**src/rtl/seq_det_pkg.sv**
```systemverilog
// Shared constants and helpers for the parametrised serial pattern detector.
// Holds overlap mode encodings, legal pattern-length range and the saturating increment.
package seq_det_pkg;

    localparam logic MODE_NONOVL = 1'b0;
    localparam logic MODE_OVL    = 1'b1;

    localparam int PAT_LEN_MIN = 2;
    localparam int PAT_LEN_MAX = 16;

    // Increment that sticks at the all-ones value of a counter that is 'width' bits wide.
    function automatic logic [31:0] sat_inc(input logic [31:0] cnt, input int unsigned width);
        logic [31:0] max_val;
        max_val = (width >= 32) ? '1 : ((32'd1 << width) - 32'd1);
        return (cnt >= max_val) ? max_val : cnt + 32'd1;
    endfunction

endpackage

```
**src/rtl/match_counter.sv**
```systemverilog
// Saturating match counter; a clear wins over a coincident increment.
module match_counter
    import seq_det_pkg::*;
#(
    parameter int COUNT_W = 8
) (
    input  logic               clk,
    input  logic               rst,
    input  logic               inc,
    input  logic               clr,
    output logic [COUNT_W-1:0] cnt
);

    always_ff @(posedge clk or negedge rst) begin
        if (!rst) begin
            cnt <= '0;
        end else if (clr) begin
            cnt <= '0;
        end else if (inc) begin
            cnt <= COUNT_W'(sat_inc(32'(cnt), COUNT_W));
        end
    end

endmodule

```
**src/rtl/seq_detector_param.sv**
```systemverilog
// Serial bit-pattern detector with loadable pattern, overlap control and a saturating match count.
// Pattern MSB is the first bit received; w pulses the cycle after the last pattern bit is sampled.
module seq_detector_param
    import seq_det_pkg::*;
#(
    parameter int                  PAT_LEN     = 4,
    parameter logic [PAT_LEN-1:0]  DEFAULT_PAT = 4'b1101,
    parameter int                  COUNT_W     = 8
) (
    input  logic               clk,
    input  logic               rst,
    input  logic               b,
    input  logic               en,
    input  logic               overlap,
    input  logic               pat_load,
    input  logic [PAT_LEN-1:0] pat_in,
    input  logic               cnt_clr,
    output logic               w,
    output logic [COUNT_W-1:0] match_cnt,
    output logic               busy
);

    localparam int                FILL_W = $clog2(PAT_LEN + 1);
    localparam logic [FILL_W-1:0] FULL   = FILL_W'(PAT_LEN);

    if (PAT_LEN < PAT_LEN_MIN || PAT_LEN > PAT_LEN_MAX) begin : g_bad_pat_len
        $error("seq_detector_param: PAT_LEN out of legal range");
    end

    logic [PAT_LEN-1:0] pattern;
    logic [PAT_LEN-1:0] hist;
    logic [FILL_W-1:0]  fill;

    logic [PAT_LEN-1:0] hist_n;
    logic [FILL_W-1:0]  fill_n;
    logic               hit;

    // Next history/fill if this edge samples a bit; a load on the same edge suppresses the hit.
    always_comb begin
        hist_n = {hist[PAT_LEN-2:0], b};
        fill_n = (fill == FULL) ? FULL : fill + 1'b1;
        hit    = en && !pat_load && (fill_n == FULL) && (hist_n == pattern);
    end

    always_ff @(posedge clk or negedge rst) begin
        if (!rst) begin
            pattern <= DEFAULT_PAT;
            hist    <= '0;
            fill    <= '0;
            w       <= 1'b0;
        end else if (pat_load) begin
            pattern <= pat_in;
            hist    <= '0;
            fill    <= '0;
            w       <= 1'b0;
        end else if (en) begin
            w <= hit;
            if (hit) begin
                unique case (overlap)
                    MODE_OVL: begin
                        hist <= hist_n;
                        fill <= FULL;
                    end
                    MODE_NONOVL: begin
                        hist <= '0;
                        fill <= '0;
                    end
                endcase
            end else begin
                hist <= hist_n;
                fill <= fill_n;
            end
        end else begin
            w <= 1'b0;
        end
    end

    assign busy = (fill != '0);

    match_counter #(
        .COUNT_W(COUNT_W)
    ) u_match_counter (
        .clk(clk),
        .rst(rst),
        .inc(hit),
        .clr(cnt_clr),
        .cnt(match_cnt)
    );

endmodule
```
**config.mk**
```make
export PLATFORM = sky130hd
export DESIGN_NAME = seq_detector_param
export DESIGN_NICKNAME = d
export VERILOG_FILES = /design/src/rtl/seq_det_pkg.sv /design/src/rtl/match_counter.sv /design/src/rtl/seq_detector_param.sv
export SDC_FILE = /design/constraint.sdc
export NUM_CORES = 1
export LEC_CHECK = 0
export ABC_AREA = 1
export CORE_MARGIN = 3
export CORE_UTILIZATION = 45
export DETAILED_ROUTE_END_ITERATION = 8
export PLACE_DENSITY = 0.71
export SYNTH_ARGS = -nofsm -noshare
export SYNTH_HDL_FRONTEND = slang
export SYNTH_HIERARCHICAL = 1
export SYNTH_SLANG_ARGS = --single-unit
```
**constraint.sdc**
```tcl
create_clock -name clk -period 5.4 [get_ports clk]
set_input_delay 1.35 -clock clk [delete_from_list [all_inputs] [get_ports clk]]
set_output_delay 1.35 -clock clk [all_outputs]
set_load 0.005 [all_outputs]
```
=== Word-level counts from Yosys, hierarchy flattened ===
Index checks and enable logic that the tools add are counted.
W data, S select, Z words.

* Flip-flop bits (word level): 19
* Word-level logic and storage cells: 33

* Add/subtract/negate cells: 2
* Magnitude comparators: 1
* Equality and inequality tests: 3
* Muxes and demuxes: 14
* Bitwise gates (word level): 1
* Reduce and logical (&&, ||, !) cells: 7

{| class="wikitable"
|+ Operators with widths
! operator !! count
|-
| $mux W8 || 3
|-
| $mux W3 || 7
|-
| $pmux W3 S2 || 2
|-
| $add A8 B1 Y8 const B || 1
|-
| $ge A8 B8 Y1 const B || 1
|-
| $eq A3 B3 Y1 const B || 2
|-
| $eq A4 B4 Y1 || 1
|-
| $reduce_bool A2 Y1 || 2
|-
| $add A3 B1 Y3 const B || 1
|-
| $logic_and A1 B1 Y1 || 3
|-
| $reduce_bool A3 Y1 || 1
|-
| $mux W1 || 2
|-
| $logic_not A1 Y1 || 1
|-
| $not A1 Y1 || 1
|}

=== Logic depth before layout (Yosys ltp) ===
* Depth after elaboration: 8
* Depth in mapped cells: 10

=== By module ===
The synthesis kept the hierarchy.

{| class="wikitable"
|+ By module, submodules not included
! module !! times used !! cells each !! area an instance (um^2) !! seq. area each (um^2)
|-
| seq_detector_param || 1 || 85 || 646.9 || 279.0
|-
| match_counter || 1 || 71 || 496.7 || 200.2
|}

=== Worst setup path before layout ===
No wires, ideal clock.

* Path kind: input port to flip-flop
* From: in pat_load
* To: reg u_match_counter.cnt[6]
* Library setup time: 0.083 ns
* Data arrival time: 2.410 ns
* Slack: 2.907 ns
* Cell stages on the path: 8
* Buffers on the path: 1
* Cells stage by stage: buf_6 -> nor2_8 -> nand3_4 -> nor4_1 -> inv_1 -> nor2_2 -> nand3_1 -> o21ai_0

* Word-level cells in the longest chain between the ends: 5

{| class="wikitable"
|+ RTL lines
! what !! RTL line !! text
|-
| from (decl) || seq_detector_param.sv:15 || <nowiki>input logic pat_load,</nowiki>
|-
| $logic_not A1 Y1 || seq_detector_param.sv:42 || <nowiki>hit = en && !pat_load && (fill_n == FULL) && (hist_n == pattern);</nowiki>
|-
| $logic_and A1 B1 Y1 (3 in a row) || seq_detector_param.sv:42 ||
|-
| via hit || seq_detector_param.sv:36 || <nowiki>logic hit;</nowiki>
|-
| $reduce_bool A2 Y1 (no line) || - ||
|-
| to (signal assigned) || match_counter.sv:20 || <nowiki>cnt <= COUNT_W'(sat_inc(32'(cnt), COUNT_W));</nowiki>
|-
| to (decl) || match_counter.sv:11 || <nowiki>output logic [COUNT_W-1:0] cnt</nowiki>
|}

The timed path passes the listed nets, and every way through them passes these cells.
A chain may end at the register's enable or synchronous reset.

=== Worst setup path in the final report ===
Same ends and word-level chain as after synthesis.

==> metrics.md <==
| Metric | Value |
|---|---|
| Result of the run | finished clean |
| Total grt overflow | 0 |
| Final clock period utilization by the worst path | 54.4% |
| Overall track demand over capacity in global routing | 14.7% |
| Count of synthesis-stage warnings from yosys | 6 |
| Launch instance of the worst register-to-register path | fill[0] |
| Inst Count DP | 203 |
| Clock sinks | 19 |
| Worst slew margin | 43.3% |
| Critical path peak fanout | 10 |
| Number of instances in the synthesized netlist | 156 |
| Number of filler cells placed in the layout | 223 |
| Routed length per instance | 10.9 µm |
| Type of the setup path with the least slack | in2reg |
| Slew of the pin with the lowest slew margin | 0.849 ns |
| Wirelength, routed | 2250 µm |
| Vertical die dimension | 56.4 µm |
| Met1 Use GR | 20.1% |
| Initial antenna violation count | 0 |
| Final Hold Viols | 0 |
| Synthesis-to-finish area growth | 21.9% |
| Required time at the endpoint of the critical path | 5.62 ns |
| Clock tree from TritonCTS | built |
| Number of I/O pins | 21 |
| Largest voltage drop on the vdd net | 0.144 mV |
| Weighted congestion at the end of routability-driven global placement | 0.811 |
| Hold Startpoint | pattern[0] |
| Unrepaired setup endpoints after global routing | no |
| Post-CTS setup buffers | 0 |
| Maximum frequency from static timing analysis | 340 MHz |
| Number of failing setup endpoints in the final timing report | 0 |
| Iteration count of the initial detailed-routing pass | 4 |
| Number of buffers on the longest clock path | 2 |
| Number of hold-repair buffers added at the cts stage | 0 |
| Core area | 0.00232 mm² |
| Number of vias after detailed routing | 1014 |
| Maximum Capacitance Violations | 0 |
| Flop and latch count out of synthesis | 19 |
| Post-synthesis average cell area | 7.33 µm² |
| Share of cells above drive strength 1 | 10.6% |
| Clock insertion delay at the later pin of the skew report | 0.29 ns |
| Startpoint kind of the worst setup timing path | primary input |
| Sequential-to-total area share from yosys stat | 41.9% |
| Vias per cell | 4.90 |
| Met3 layer usage reported by global route | 2.30% |
| Largest net degree at the start of global routing | 20 |
| CTS root buf | sky130_fd_sc_hd__clkbuf_4 |
| Clock skew | 0.00512 ns |
| Number of gates resized after CTS | 0 |
| Clk slew on worst S/H paths | 0.10 ns |
| Post-route non-filler standard cell count | 207 |
| Diode count | 0 |
| Total Nets Final | 194 |
| Routing layer with the top usage in global route | met2 |
| Distinct cell type count after synthesis | 20 |
| Post-layout min period | 2.94 ns |
| Endpoint arrival time on the critical path | 3.16 ns |
| # H-tree levels | 1 |
| Total Negative Setup Slacks | 0 ns |
| Antenna-violating nets left | 0 |
| Initial core utilization | 49.3% |
| Source of the critical timing path | pat_load |
| DRC marker count from the first detailed-route iteration | 40 |
| Combined area of all synthesized cells | 0.00114 mm² |
| Count of port buffers added during placement | 20 |
| Via count of the first global-routing pass | 916 |
| Die X-Extent | 56.4 µm |
| Tightest Hold Check Type | reg2reg |
| Pwr/cell area | 187 mW/mm² |
| Leak pwr | 0.698 nW |
| Global routing usage on met2 | 23.0% |
| Die area | 0.00318 mm² |
| Cts bufs inserted | 3 |
| Remaining design rule violation count | 0 |
| Element type at the critical path end | flip-flop |
| Global-route wire length before repair | 3730 µm |
| Half-perimeter wire length after detailed placement | 1690 µm |
| Number of pins with negative max-slew slack in the final report | 0 |
| Cell Rows | 17 |
| Post-Syn Nets | 170 |
==> Yosys cell counts <==
| master | count | share of area, % |
|---|---|---|
| sky130_fd_sc_hd__inv_1 | 29 | 9.5 |
| sky130_fd_sc_hd__nor2_2 | 3 | 1.6 |
| sky130_fd_sc_hd__nand2_1 | 57 | 19 |
| sky130_fd_sc_hd__o21ai_2 | 1 | 0.77 |
| sky130_fd_sc_hd__buf_6 | 1 | 0.98 |
| sky130_fd_sc_hd__ha_1 | 3 | 3.3 |
| sky130_fd_sc_hd__nand2_2 | 1 | 0.55 |
| sky130_fd_sc_hd__nand3_1 | 12 | 5.3 |
| sky130_fd_sc_hd__dfrtp_1 | 16 | 35 |
| sky130_fd_sc_hd__nor4_1 | 2 | 1.1 |
| sky130_fd_sc_hd__nand3_4 | 2 | 3.1 |
| sky130_fd_sc_hd__nand3_2 | 2 | 1.8 |
| sky130_fd_sc_hd__nor2_4 | 1 | 0.98 |
| sky130_fd_sc_hd__o21ai_0 | 7 | 3.1 |
| sky130_fd_sc_hd__nor2_8 | 1 | 1.8 |
| sky130_fd_sc_hd__o22ai_1 | 2 | 1.1 |
| sky130_fd_sc_hd__inv_2 | 2 | 0.66 |
| sky130_fd_sc_hd__o21ai_1 | 3 | 1.3 |
| sky130_fd_sc_hd__nor2_1 | 8 | 2.6 |
| sky130_fd_sc_hd__dfstp_2 | 3 | 6.9 |
==> logic make-up (layout without fill, tap and decap cells) <==
family / count (synthesis) / count (layout) / share of synthesized area (%)
buf+inv: 32 / 55 / 11.2
simple gates: 89 / 89 / 37.4
flops: 19 / 19 / 41.9
compound gates: 13 / 13 / 6.24
fa+ha+maj: 3 / 3 / 3.28
==> cell type report <==
class                   count  area [µm²]  share of cell area, %
clock buffers               4        26.3                   1.89
inverters                  31         116                   8.35
repair buffers             20         200                   14.4
well taps                  28        35.0                   2.51
multi-input cells         105         537                   38.5
flip-flops and latches     19         479                   34.4
==> report_power, final <==
| group | switching (mW) | total, mW | internal (mW) |
|---|---|---|---|
| clock | 0.0434 | 0.0721 | 0.0287 |
| combinational | 0.0217 | 0.0380 | 0.0163 |
| sequential | 0.00262 | 0.151 | 0.149 |
| total | 0.0677 | 0.261 | 0.194 |
==> through the flow <==
stage | util, % | hold WS, ns | cell area [µm²] | setup slack [ns] | total power [mW]
CTS | 60.1 | 0.508 | 1390 | 2.44 | 0.264
floorplan | - | 0.468 | 1140 | 2.91 | 0.176
global route | 60.1 | 0.541 | 1390 | 2.26 | 0.275
global placement | 59.0 | 0.488 | 1370 | 2.21 | 0.191
finish | 60.1 | 0.500 | 1390 | 2.46 | 0.261
detailed placement | 59.0 | 0.488 | 1370 | 2.12 | 0.192
==> final timing paths <==
check / endpoint / slack [ns] / depth (start not counted)
worst max-delay path: u_match_counter/cnt[6] / 2.46 / 8
worst min-delay path: pattern[0] / 0.50 / 2
worst max register to register: u_match_counter/cnt[6] / 3.48 / 10
worst min register to register: pattern[0] / 0.50 / 2
max in group asynchronous: u_match_counter/cnt[3] / 3.35 / 1
min in group asynchronous: fill[0] / 1.53 / 1
==> cell usage in the layout (no fill, tap or decap) <==
cell type	Yosys	final
sky130_fd_sc_hd__nor2_1	8	8
sky130_fd_sc_hd__clkbuf_1	0	1
sky130_fd_sc_hd__o21ai_2	1	1
sky130_fd_sc_hd__nor2_4	1	1
sky130_fd_sc_hd__o21ai_1	3	3
sky130_fd_sc_hd__nor2_8	1	1
sky130_fd_sc_hd__nand3_2	2	2
sky130_fd_sc_hd__dfstp_2	3	3
sky130_fd_sc_hd__nor4_1	2	2
sky130_fd_sc_hd__nand2_1	57	57
sky130_fd_sc_hd__clkdlybuf4s50_1	0	20
sky130_fd_sc_hd__dfrtp_1	16	16
sky130_fd_sc_hd__o22ai_1	2	2
sky130_fd_sc_hd__nor2_2	3	3
sky130_fd_sc_hd__inv_1	29	29
sky130_fd_sc_hd__nand3_4	2	2
sky130_fd_sc_hd__nand2_2	1	1
sky130_fd_sc_hd__ha_1	3	3
sky130_fd_sc_hd__o21ai_0	7	7
sky130_fd_sc_hd__nand3_1	12	12
sky130_fd_sc_hd__clkbuf_4	0	3
sky130_fd_sc_hd__inv_2	2	2
==> registers in the layout, summed over array words and instances (netlist names) <==
register	cells
hist	3
w	1
fill	3
pattern	4
u_match_counter/cnt	8
==> metal layers <==
| metal | up-vias | wire length, µm |
|---|---|---|
| met5 | - | 0 |
| met4 | 0 | 14 |
| met3 | 2 | 164 |
| met2 | 39 | 990 |
| met1 | 451 | 1080 |
| li1 | 522 | - |
==> worst max-delay path, stage by stage <==
cell and delay, ns:
sky130_fd_sc_hd__clkdlybuf4s50_1 0.62, sky130_fd_sc_hd__nor2_8 0.21, sky130_fd_sc_hd__nand3_4 0.09, sky130_fd_sc_hd__nor4_1 0.31, sky130_fd_sc_hd__inv_1 0.11, sky130_fd_sc_hd__nor2_2 0.29
sky130_fd_sc_hd__nand3_1 0.11, sky130_fd_sc_hd__o21ai_0 0.08
(Power assumes the default switching activity.)
